## config.mk

```make
export PLATFORM = sky130hd
export DESIGN_NAME = keypad_scanner
export DESIGN_NICKNAME = d
export VERILOG_FILES = /design/src/rtl/keypad_pkg.sv /design/src/rtl/kp_debounce.sv /design/src/rtl/keypad_scanner.sv
export SDC_FILE = /design/constraint.sdc
export NUM_CORES = 1
export LEC_CHECK = 0
export BUFFER_PORTS_ARGS = -buffer_cell sky130_fd_sc_hd__buf_4
export CAP_MARGIN = 10
export CORE_UTILIZATION = 45
export DETAILED_ROUTE_END_ITERATION = 12
export PLACE_DENSITY = 0.58
export SETUP_SLACK_MARGIN = 0.02
export SKIP_LAST_GASP = 1
export SYNTH_ARGS = -nofsm -noshare
export SYNTH_HDL_FRONTEND = slang
export SYNTH_SLANG_ARGS = --single-unit
```

## constraint.sdc

```tcl
create_clock -name i_clk -period 3.74 [get_ports i_clk]
set_clock_uncertainty 0.2 [all_clocks]
set_input_delay 0.561 -clock i_clk [delete_from_list [all_inputs] [get_ports i_clk]]
set_output_delay 0.561 -clock i_clk [all_outputs]
set_load 0.05 [all_outputs]
```

## src/rtl/keypad_pkg.sv

```systemverilog
// Shared types, key map and helpers for the 4x4 keypad scanner.
// Used by keypad_scanner and kp_debounce.
package keypad_pkg;

  typedef enum logic [1:0] {
    S_IDLE,
    S_HELD,
    S_MULTI
  } kp_state_t;

  localparam logic [3:0] COL_IDLE = 4'b1111;

  // Index is 4*col+row.
  localparam logic [3:0] KEY_MAP [16] = '{
    4'h1, 4'h4, 4'h7, 4'hE,
    4'h2, 4'h5, 4'h8, 4'h0,
    4'h3, 4'h6, 4'h9, 4'hF,
    4'hA, 4'hB, 4'hC, 4'hD
  };

  function automatic logic is_onehot(input logic [15:0] v);
    return (v != '0) && ((v & (v - 16'd1)) == '0);
  endfunction

  function automatic logic [3:0] key_code(input logic [15:0] v);
    logic [3:0] c;
    c = '0;
    for (int i = 0; i < 16; i++)
      if (v[i]) c = KEY_MAP[i];
    return c;
  endfunction

  function automatic logic [3:0] col_drive(input logic [1:0] c);
    return ~(4'b0001 << c);
  endfunction

endpackage

```

## src/rtl/kp_debounce.sv

```systemverilog
// Whole-matrix debouncer: a frame snapshot must repeat FRAMES times
// before it becomes the debounced matrix state.
module kp_debounce
  import keypad_pkg::*;
#(
  parameter int FRAMES = 4
) (
  input  logic        clk,
  input  logic        rst,
  input  logic        strobe,
  input  logic [15:0] snap,
  output logic [15:0] deb,
  output logic        frame
);

  localparam int CW = $clog2(FRAMES + 1);

  logic [15:0]   cand;
  logic [CW-1:0] cnt;
  logic [15:0]   cand_nx;
  logic [CW-1:0] cnt_nx;

  always_comb begin
    cand_nx = cand;
    cnt_nx  = cnt;
    if (snap != cand) begin
      cand_nx = snap;
      cnt_nx  = CW'(1);
    end else if (cnt != CW'(FRAMES)) begin
      cnt_nx = cnt + CW'(1);
    end
  end

  // frame marks the cycle in which deb reflects the frame just closed.
  always_ff @(posedge clk or posedge rst) begin
    if (rst) begin
      cand  <= '0;
      cnt   <= '0;
      deb   <= '0;
      frame <= 1'b0;
    end else begin
      frame <= strobe;
      if (strobe) begin
        cand <= cand_nx;
        cnt  <= cnt_nx;
        if (cnt_nx == CW'(FRAMES))
          deb <= cand_nx;
      end
    end
  end

endmodule

```

## src/rtl/keypad_scanner.sv

```systemverilog
// 4x4 keypad scanner: column scan, row sync, debounce, key FSM, handshake.
// Define KEYPAD_REPEAT_EN to enable auto-repeat of a held key.
module keypad_scanner
  import keypad_pkg::*;
#(
  parameter int COL_DWELL_CYC   = 50000,
  parameter int DEBOUNCE_FRAMES = 4,
  parameter int REPEAT_DELAY    = 500,
  parameter int REPEAT_PERIOD   = 100
) (
  input  logic       i_clk,
  input  logic       i_rst,
  input  logic [3:0] i_keypad_row,
  output logic [3:0] o_keypad_col,
  output logic       o_key_valid,
  output logic [3:0] o_key_code,
  input  logic       i_key_ack,
  output logic       o_key_pressed,
  output logic       o_overrun
);

  if (COL_DWELL_CYC < 4 || DEBOUNCE_FRAMES < 1 ||
      REPEAT_DELAY < 1 || REPEAT_PERIOD < 1) begin : g_bad_cfg
    $error("keypad_scanner: invalid parameter set");
  end

  localparam int DW = $clog2(COL_DWELL_CYC);

  logic          run;
  logic [DW-1:0] dwell;
  logic [1:0]    col;
  logic [3:0]    sync1;
  logic [3:0]    sync2;
  logic [11:0]   acc;
  logic          last;
  logic          strobe;
  logic [15:0]   snap;
  logic [15:0]   deb;
  logic          frame;

  assign last   = run && (dwell == DW'(COL_DWELL_CYC - 1));
  assign strobe = last && (col == 2'd3);
  assign snap   = {~sync2, acc};

  // Scan and sample; column 3 feeds the snapshot directly at frame end.
  always_ff @(posedge i_clk or posedge i_rst) begin
    if (i_rst) begin
      run          <= 1'b0;
      dwell        <= '0;
      col          <= '0;
      o_keypad_col <= COL_IDLE;
      sync1        <= 4'b1111;
      sync2        <= 4'b1111;
      acc          <= '0;
    end else begin
      sync1 <= i_keypad_row;
      sync2 <= sync1;
      if (!run) begin
        run          <= 1'b1;
        o_keypad_col <= col_drive(2'd0);
      end else if (last) begin
        dwell        <= '0;
        col          <= col + 2'd1;
        o_keypad_col <= col_drive(col + 2'd1);
        case (col)
          2'd0:    acc[3:0]  <= ~sync2;
          2'd1:    acc[7:4]  <= ~sync2;
          2'd2:    acc[11:8] <= ~sync2;
          default: ;
        endcase
      end else begin
        dwell <= dwell + DW'(1);
      end
    end
  end

  kp_debounce #(
    .FRAMES(DEBOUNCE_FRAMES)
  ) u_debounce (
    .clk   (i_clk),
    .rst   (i_rst),
    .strobe(strobe),
    .snap  (snap),
    .deb   (deb),
    .frame (frame)
  );

  kp_state_t   state;
  logic [15:0] held;
  logic        ev;

`ifdef KEYPAD_REPEAT_EN
  localparam int RMAX = (REPEAT_DELAY > REPEAT_PERIOD) ?
                        REPEAT_DELAY : REPEAT_PERIOD;
  localparam int RW   = $clog2(RMAX + 1);

  logic [RW-1:0] rpt;
  logic          rpt_first;
  logic          rpt_hit;

  assign rpt_hit = (rpt + RW'(1)) ==
                   (rpt_first ? RW'(REPEAT_DELAY) : RW'(REPEAT_PERIOD));
`endif

  always_comb begin
    ev = 1'b0;
    if (frame) begin
      if (state == S_IDLE)
        ev = is_onehot(deb);
`ifdef KEYPAD_REPEAT_EN
      else if (state == S_HELD)
        ev = (deb == held) && rpt_hit;
`endif
    end
  end

  always_ff @(posedge i_clk or posedge i_rst) begin
    if (i_rst) begin
      state         <= S_IDLE;
      held          <= '0;
      o_key_valid   <= 1'b0;
      o_key_code    <= '0;
      o_overrun     <= 1'b0;
      o_key_pressed <= 1'b0;
`ifdef KEYPAD_REPEAT_EN
      rpt           <= '0;
      rpt_first     <= 1'b1;
`endif
    end else begin
      o_key_pressed <= |deb;
      if (frame) begin
        unique case (state)
          S_IDLE: begin
            if (is_onehot(deb)) begin
              state <= S_HELD;
              held  <= deb;
            end else if (deb != '0) begin
              state <= S_MULTI;
            end
          end
          S_HELD: begin
            if (deb == '0)
              state <= S_IDLE;
            else if (deb != held)
              state <= S_MULTI;
          end
          S_MULTI: begin
            if (deb == '0)
              state <= S_IDLE;
          end
          default: state <= S_IDLE;
        endcase
      end
`ifdef KEYPAD_REPEAT_EN
      if (state != S_HELD || (frame && deb != held)) begin
        rpt       <= '0;
        rpt_first <= 1'b1;
      end else if (frame) begin
        if (rpt_hit) begin
          rpt       <= '0;
          rpt_first <= 1'b0;
        end else begin
          rpt <= rpt + RW'(1);
        end
      end
`endif
      // An ack in the same cycle as a new event frees the slot for it.
      if (ev) begin
        if (!o_key_valid) begin
          o_key_valid <= 1'b1;
          o_key_code  <= key_code(deb);
        end else if (i_key_ack) begin
          o_key_code <= key_code(deb);
          o_overrun  <= 1'b0;
        end else begin
          o_overrun <= 1'b1;
        end
      end else if (o_key_valid && i_key_ack) begin
        o_key_valid <= 1'b0;
        o_overrun   <= 1'b0;
      end
    end
  end

endmodule

```

Word level (Yosys, flattened, before mapping). Cells that the tools add are included.

Bitwise logic cells: 3. Equality and inequality tests: 16. Add/subtract/negate cells: 4. Shift operators: 1. Reductions and logical operators: 20. Muxes and demuxes: 37.

Operator list (number): $mux W4 (19); $logic_not A16 Y1 (2); $mux W16 (2); $ne A16 B16 Y1 (2); $add A16 B1 Y16 const B (1); $and A16 B16 Y16 (1); $eq A16 B16 Y1 const B (1); $reduce_bool A16 Y1 (1); $reduce_or A16 Y1 (1); $sub A16 B1 Y16 const B (1); $reduce_and A3 Y1 (4); $mux W2 (5); $mux W1 (8); $not A4 Y4 (2); $reduce_and A2 Y1 (4); $eq A2 B2 Y1 const B (3); $mux W3 (2); $ne A3 B3 Y1 const B (2); $pmux W2 S3 (1); $eq A2 B1 Y1 const B (2); $logic_and A1 B1 Y1 (4); $logic_not A2 Y1 (2); $ne A2 B1 Y1 const B (2); $ne A2 B2 Y1 const B (2); 7 further kinds (7).

Word-level logic and storage cells: 100. Register bits after elaboration: 104. Input bits: 7. Output and inout bits: 11.

Depth between registers and ports, before layout.
Word-level depth: 18. Gate-level depth with buffers: 11. Depth with buffers taken out: 9.

Hierarchy. Synthesis repeated with hierarchy kept, for this count alone.

Cells, all modules: 415. Area total of the unflattened synthesis: 5052.3 sq um.

By module, submodules not included: keypad_scanner (seq. area each 1716.6 sq um, area an instance 3385.7 sq um, cells an instance 299, times used 1); kp_debounce (seq. area each 900.9 sq um, area an instance 1666.6 sq um, cells an instance 116, times used 1).

Least setup slack after synthesis. No wires, ideal clock.

Path kind: register to register. From: register dwell[10]. To: register u_debounce.deb[0]. Slack: 1.009 ns. Setup time: 0.125 ns. Path buffers: 2. Required time: 3.415 ns. Cell stages (with the launch flop): 9. Period minus slack after synthesis: 2.731 ns. Data arrival time: 2.406 ns. Cells stage by stage: dfrtp_1 or4b_4 nor4_4 nand2_2 nor4_1 and3_1 buf_4 buf_8 mux2_4.

Longest elaborated chain between the ends: 4.

RTL lines: start: declaration (RTL line keypad_scanner.sv:30) `logic [DW-1:0] dwell;`; start signal: assignment (RTL line keypad_scanner.sv:72) `dwell <= dwell + DW'(1);`; $eq A16 B16 Y1 (RTL line keypad_scanner.sv:41) `assign last = run && (dwell == DW'(COL_DWELL_CYC - 1));`; $logic_and A1 B1 Y1 (RTL line keypad_scanner.sv:41); $logic_and A1 B1 Y1 (RTL line keypad_scanner.sv:42) `assign strobe = last && (col == 2'd3);`; $reduce_and A2 Y1 (no line); end signal: assignment (RTL line kp_debounce.sv:47) `deb <= cand_nx;`; end: declaration (RTL line kp_debounce.sv:12) `output logic [15:0] deb,`.

Every way passes these cells. A chain may end at the register's enable or synchronous reset.

Worst setup path after layout.
From: register dwell[10]. To: register u_debounce.deb[9].

The elaborated chain is that of the path after synthesis.

==> summary.txt <==
Timing
  • # setup viols final: 0
  • Unrepaired setup endpoints after global routing: false
  • Worst slew pin tran: a little over 0.6 ns
  • Fin. Hold Viols: 0
  • Setup TNS: 0 ns
  • Min Tclk post-route: around 3.0 ns
  • Final period util: 79.4%
  • Hold_ws: roughly 0.018 ns
  • Rel. slew slack: 59.1%
  • Fmax: ~0.34 GHz
  • Max-slew violations: 0

Global route
  • Number of global-route vias before repair: around 3,100
  • Total gr overflow: 0
  • Tot GR Track Use: 18.0%
  • Initial antenna violation count: 0
  • Largest net degree at the start of global routing: 66
  • First-pass GRT wire length: ~16,000 um

Floorplanning
  • DIE AREA: between 10,000 and 15,000 um2
  • Starting Density: 46.9%
  • Core area: ~10,000 um2
  • Row Count: 37
  • Die H: roughly 110 um
  • Die width: about 110 um
  • Ports: 18

Logic synthesis
  • Largest area contributor in the netlist: dfrtp_1
  • Ys flop type: dfrtp_1
  • Unique masters post-synth: 55
  • #FFs+latches synth: between 100 and 150
  • Synth warnings: 0
  • Synth Area per Inst: between 10 and 15 um2
  • Leading cell type by number of instances after synthesis: dfrtp_1
  • Synth cell count leaders: 92 x dfrtp_1, 51 x nand2_1, 35 x o21ai_0, 30 x mux2_2, 30 x xor2_1
  • Synthesized area: between 4000 and 5000 um2
  • Post-Synthesis Cells: between 400 and 500
  • Post-synth EDFFs: 0
  • Sequential area share after synthesis: 53.6%
  • Area share of the largest cell type after synthesis: between 40 and 50%
  • Syn_nets: approximately 460
  • Ranking of synthesized cells by area: dfrtp_1 47%, mux2_2 6.9%, dfstp_2 6.5%, xor2_1 5.4%, nand2_1 3.9%
  • Asr flop ratio synth: 100%

Placed design
  • Placed inst area: roughly 5100 um2
  • Gpl congestion: roughly 0.8
  • Port Buffers: 17
  • Placed Cells: between 500 and 600
  • HPWL Detailed: 6400 um

Setup path
  • Reg2Reg Depth: 6
  • Worst-path maximum fanout: 15
  • Critical Path Source Type: flip-flop
  • Reg2reg end: u_debounce.deb[9]
  • Crit. End Element: flip-flop
  • WP data required: roughly 3.8 ns
  • Crit-path slowest cell: and3_1
  • Crit-path cells: or4b_4, nor4_4, nand2_2, nor4_1, and3_1, mux2_2
  • Crit path arrival time: roughly 3 ns
  • WS Path Type: reg2reg
  • Worst R2R Start: dwell[10]
  • Reg2Reg Setup Slack: between 0.7 and 0.8 ns
  • Max incr delay on CP: between 0.5 and 0.6 ns

Route
  • WL/cell: around 15 um
  • Via density: between 5 and 6
  • Top sig layer: met4
  • WL final: between 9000 and 10,000 um
  • Antenna viol nets, final: 0
  • Met2 wire length: 4260 um
  • DR iter-0 viols: roughly 130
  • Post-route DRC violation count: 0
  • Met1 wire length: about 4400 um
  • Total iterations of the first detailed-routing run: 5
  • DR vias: 3,131
  • Met3 Wirelength: 244 um

Clock network
  • CTS tree: done
  • Hold buffer count at cts: 0
  • CTS Buffer Depth: 2
  • PostCTS Resize Cnt: 0
  • Clock sinks: between 100 and 150
  • Reg clk slew, reported paths: ~0.10 ns
  • Worst-Skew Late Latency: ~0.39 ns
  • Setup bufs post-CTS: 0
  • H-tree depth: 3
  • Clock Tree Root: clkbuf_8
  • TritonCTS buffer count: 9

Final layout
  • Area growth syn-to-layout: 9.34%
  • Fin cells: about 600
  • Fin area: between 5000 and 6000 um2
  • Layout cells sized above 1: around a fifth
  • Nets: ~470
  • # diodes: 0

Job
  • Max_cap viols: 0

Power
  • Net Switching: 0.506 mW
  • Sw Ratio: 25.1%
  • Clock network power share: 35.0%
  • Total power divided by cell area: ~380 nW/um2
  • Combinational share of power: 5.0%
  • Leakage: between 2 and 3 nW
  • Seq pwr share: about three fifths
  • Int Pwr: about 1.5 mW
  • Peak supply drop: ~270 uV

Min path
  • Hold WC Path Type: in2async

Outcome
  • Status: finished, final reports clean
==> power by group through the flow <==
stage | combinational, mW | clock [mW] | sequential, mW
5_1_grt | 0.120 | 0.772 | 1.22
4_1_cts | 0.103 | 0.730 | 1.21
3_3_place_gp | 0.0995 | 0 | 1.23
3_5_place_dp | 0.102 | 0 | 1.23
2_1_floorplan | 0.0788 | 0 | 1.22
6_report | 0.100 | 0.704 | 1.21
==> worst max-delay path: cells and delay by family (launching register included) <==
| family | cells | cell delay, ns |
|---|---|---|
| flip-flops | 1 | 0.44 |
| multiplexers | 1 | 0.40 |
| AND/OR/NAND/NOR | 5 | 1.81 |
==> metal layers <==
layer / up-vias / track usage, %
met5: - / 0
met4: 0 / 5.06
met3: 8 / 5.03
met2: 31 / 28.2
met1: 1543 / 24.3
li1: 1549 / -
==> stage by stage <==
stage / util (%) / power (mW) / setup WS, ns
after floorplan: - / 1.30 / 0.267
after global placement: 49.4 / 1.33 / 0.796
after detailed placement: 49.4 / 1.33 / 0.770
after CTS: 51.3 / 2.04 / 0.757
after global routing: 51.3 / 2.11 / 0.536
final: 51.3 / 2.01 / 0.769
==> worst max path at each step <==
stage,start,end,slack (ns),depth (start not counted)
floorplan,i_rst,acc[0],0.27,1
global placement,dwell[10],u_debounce.deb[9],0.80,6
detailed placement,dwell[10],u_debounce.deb[4],0.77,6
CTS,dwell[10],u_debounce.deb[13],0.76,7
global route,dwell[10],u_debounce.deb[15],0.54,7
finish,dwell[10],u_debounce.deb[9],0.77,6
==> final cells by class <==
class	count	area [um2]
clock buffers	11	163
clock inverters	5	36.3
fillers	921	5070
inverters	19	73.8
multi-input cells	298	2100
flip-flops and latches	104	2620
well taps	136	170
repair buffers	23	185
==> kinds of logic after synthesis <==
logic type | after synthesis | synth area share [%]
muxes | 41 | 9.68
and+or+nand+nor | 132 | 13.9
DFF | 104 | 53.6
xor gates and xnor gates | 44 | 7.89
adders and majority gates | 13 | 3.20
AOI/OAI and AO/OA | 67 | 8.22
other | 1 | 0.0767
buffers and inverters | 38 | 3.51
==> cells in the final DEF, fill, tap and decap left out, types with 2 or more instances in the layout <==
master,instances
or4bb_1,2
or3_1,4
dfstp_2,12
o21ai_0,35
nor4_1,9
and3_1,3
dfrtp_1,92
inv_1,18
a21oi_1,10
nand2_1,51
buf_4,22
o211ai_1,5
mux2_2,30
clkinv_2,2
clkbuf_8,10
nor3_1,10
xnor2_1,14
inv_4,2
nand3_1,11
mux2_4,5
a31oi_1,3
ha_1,10
nor2_1,20
a2111o_1,2
nand3b_1,2
mux2i_1,6
maj3_1,2
xor2_1,30
nand4_1,10
==> sequential cells by signal (all words and copies together), names as in the netlist, 2 cells and up <==
register and count:
sync1 4, o_keypad_col 4, u_debounce.deb 16, col 2, dwell 16, held 16
u_debounce.cand 16, o_key_code 4, u_debounce.cnt 3, sync2 4, state 2, acc 12
Note: power is estimated with default switching activity, not from simulation.
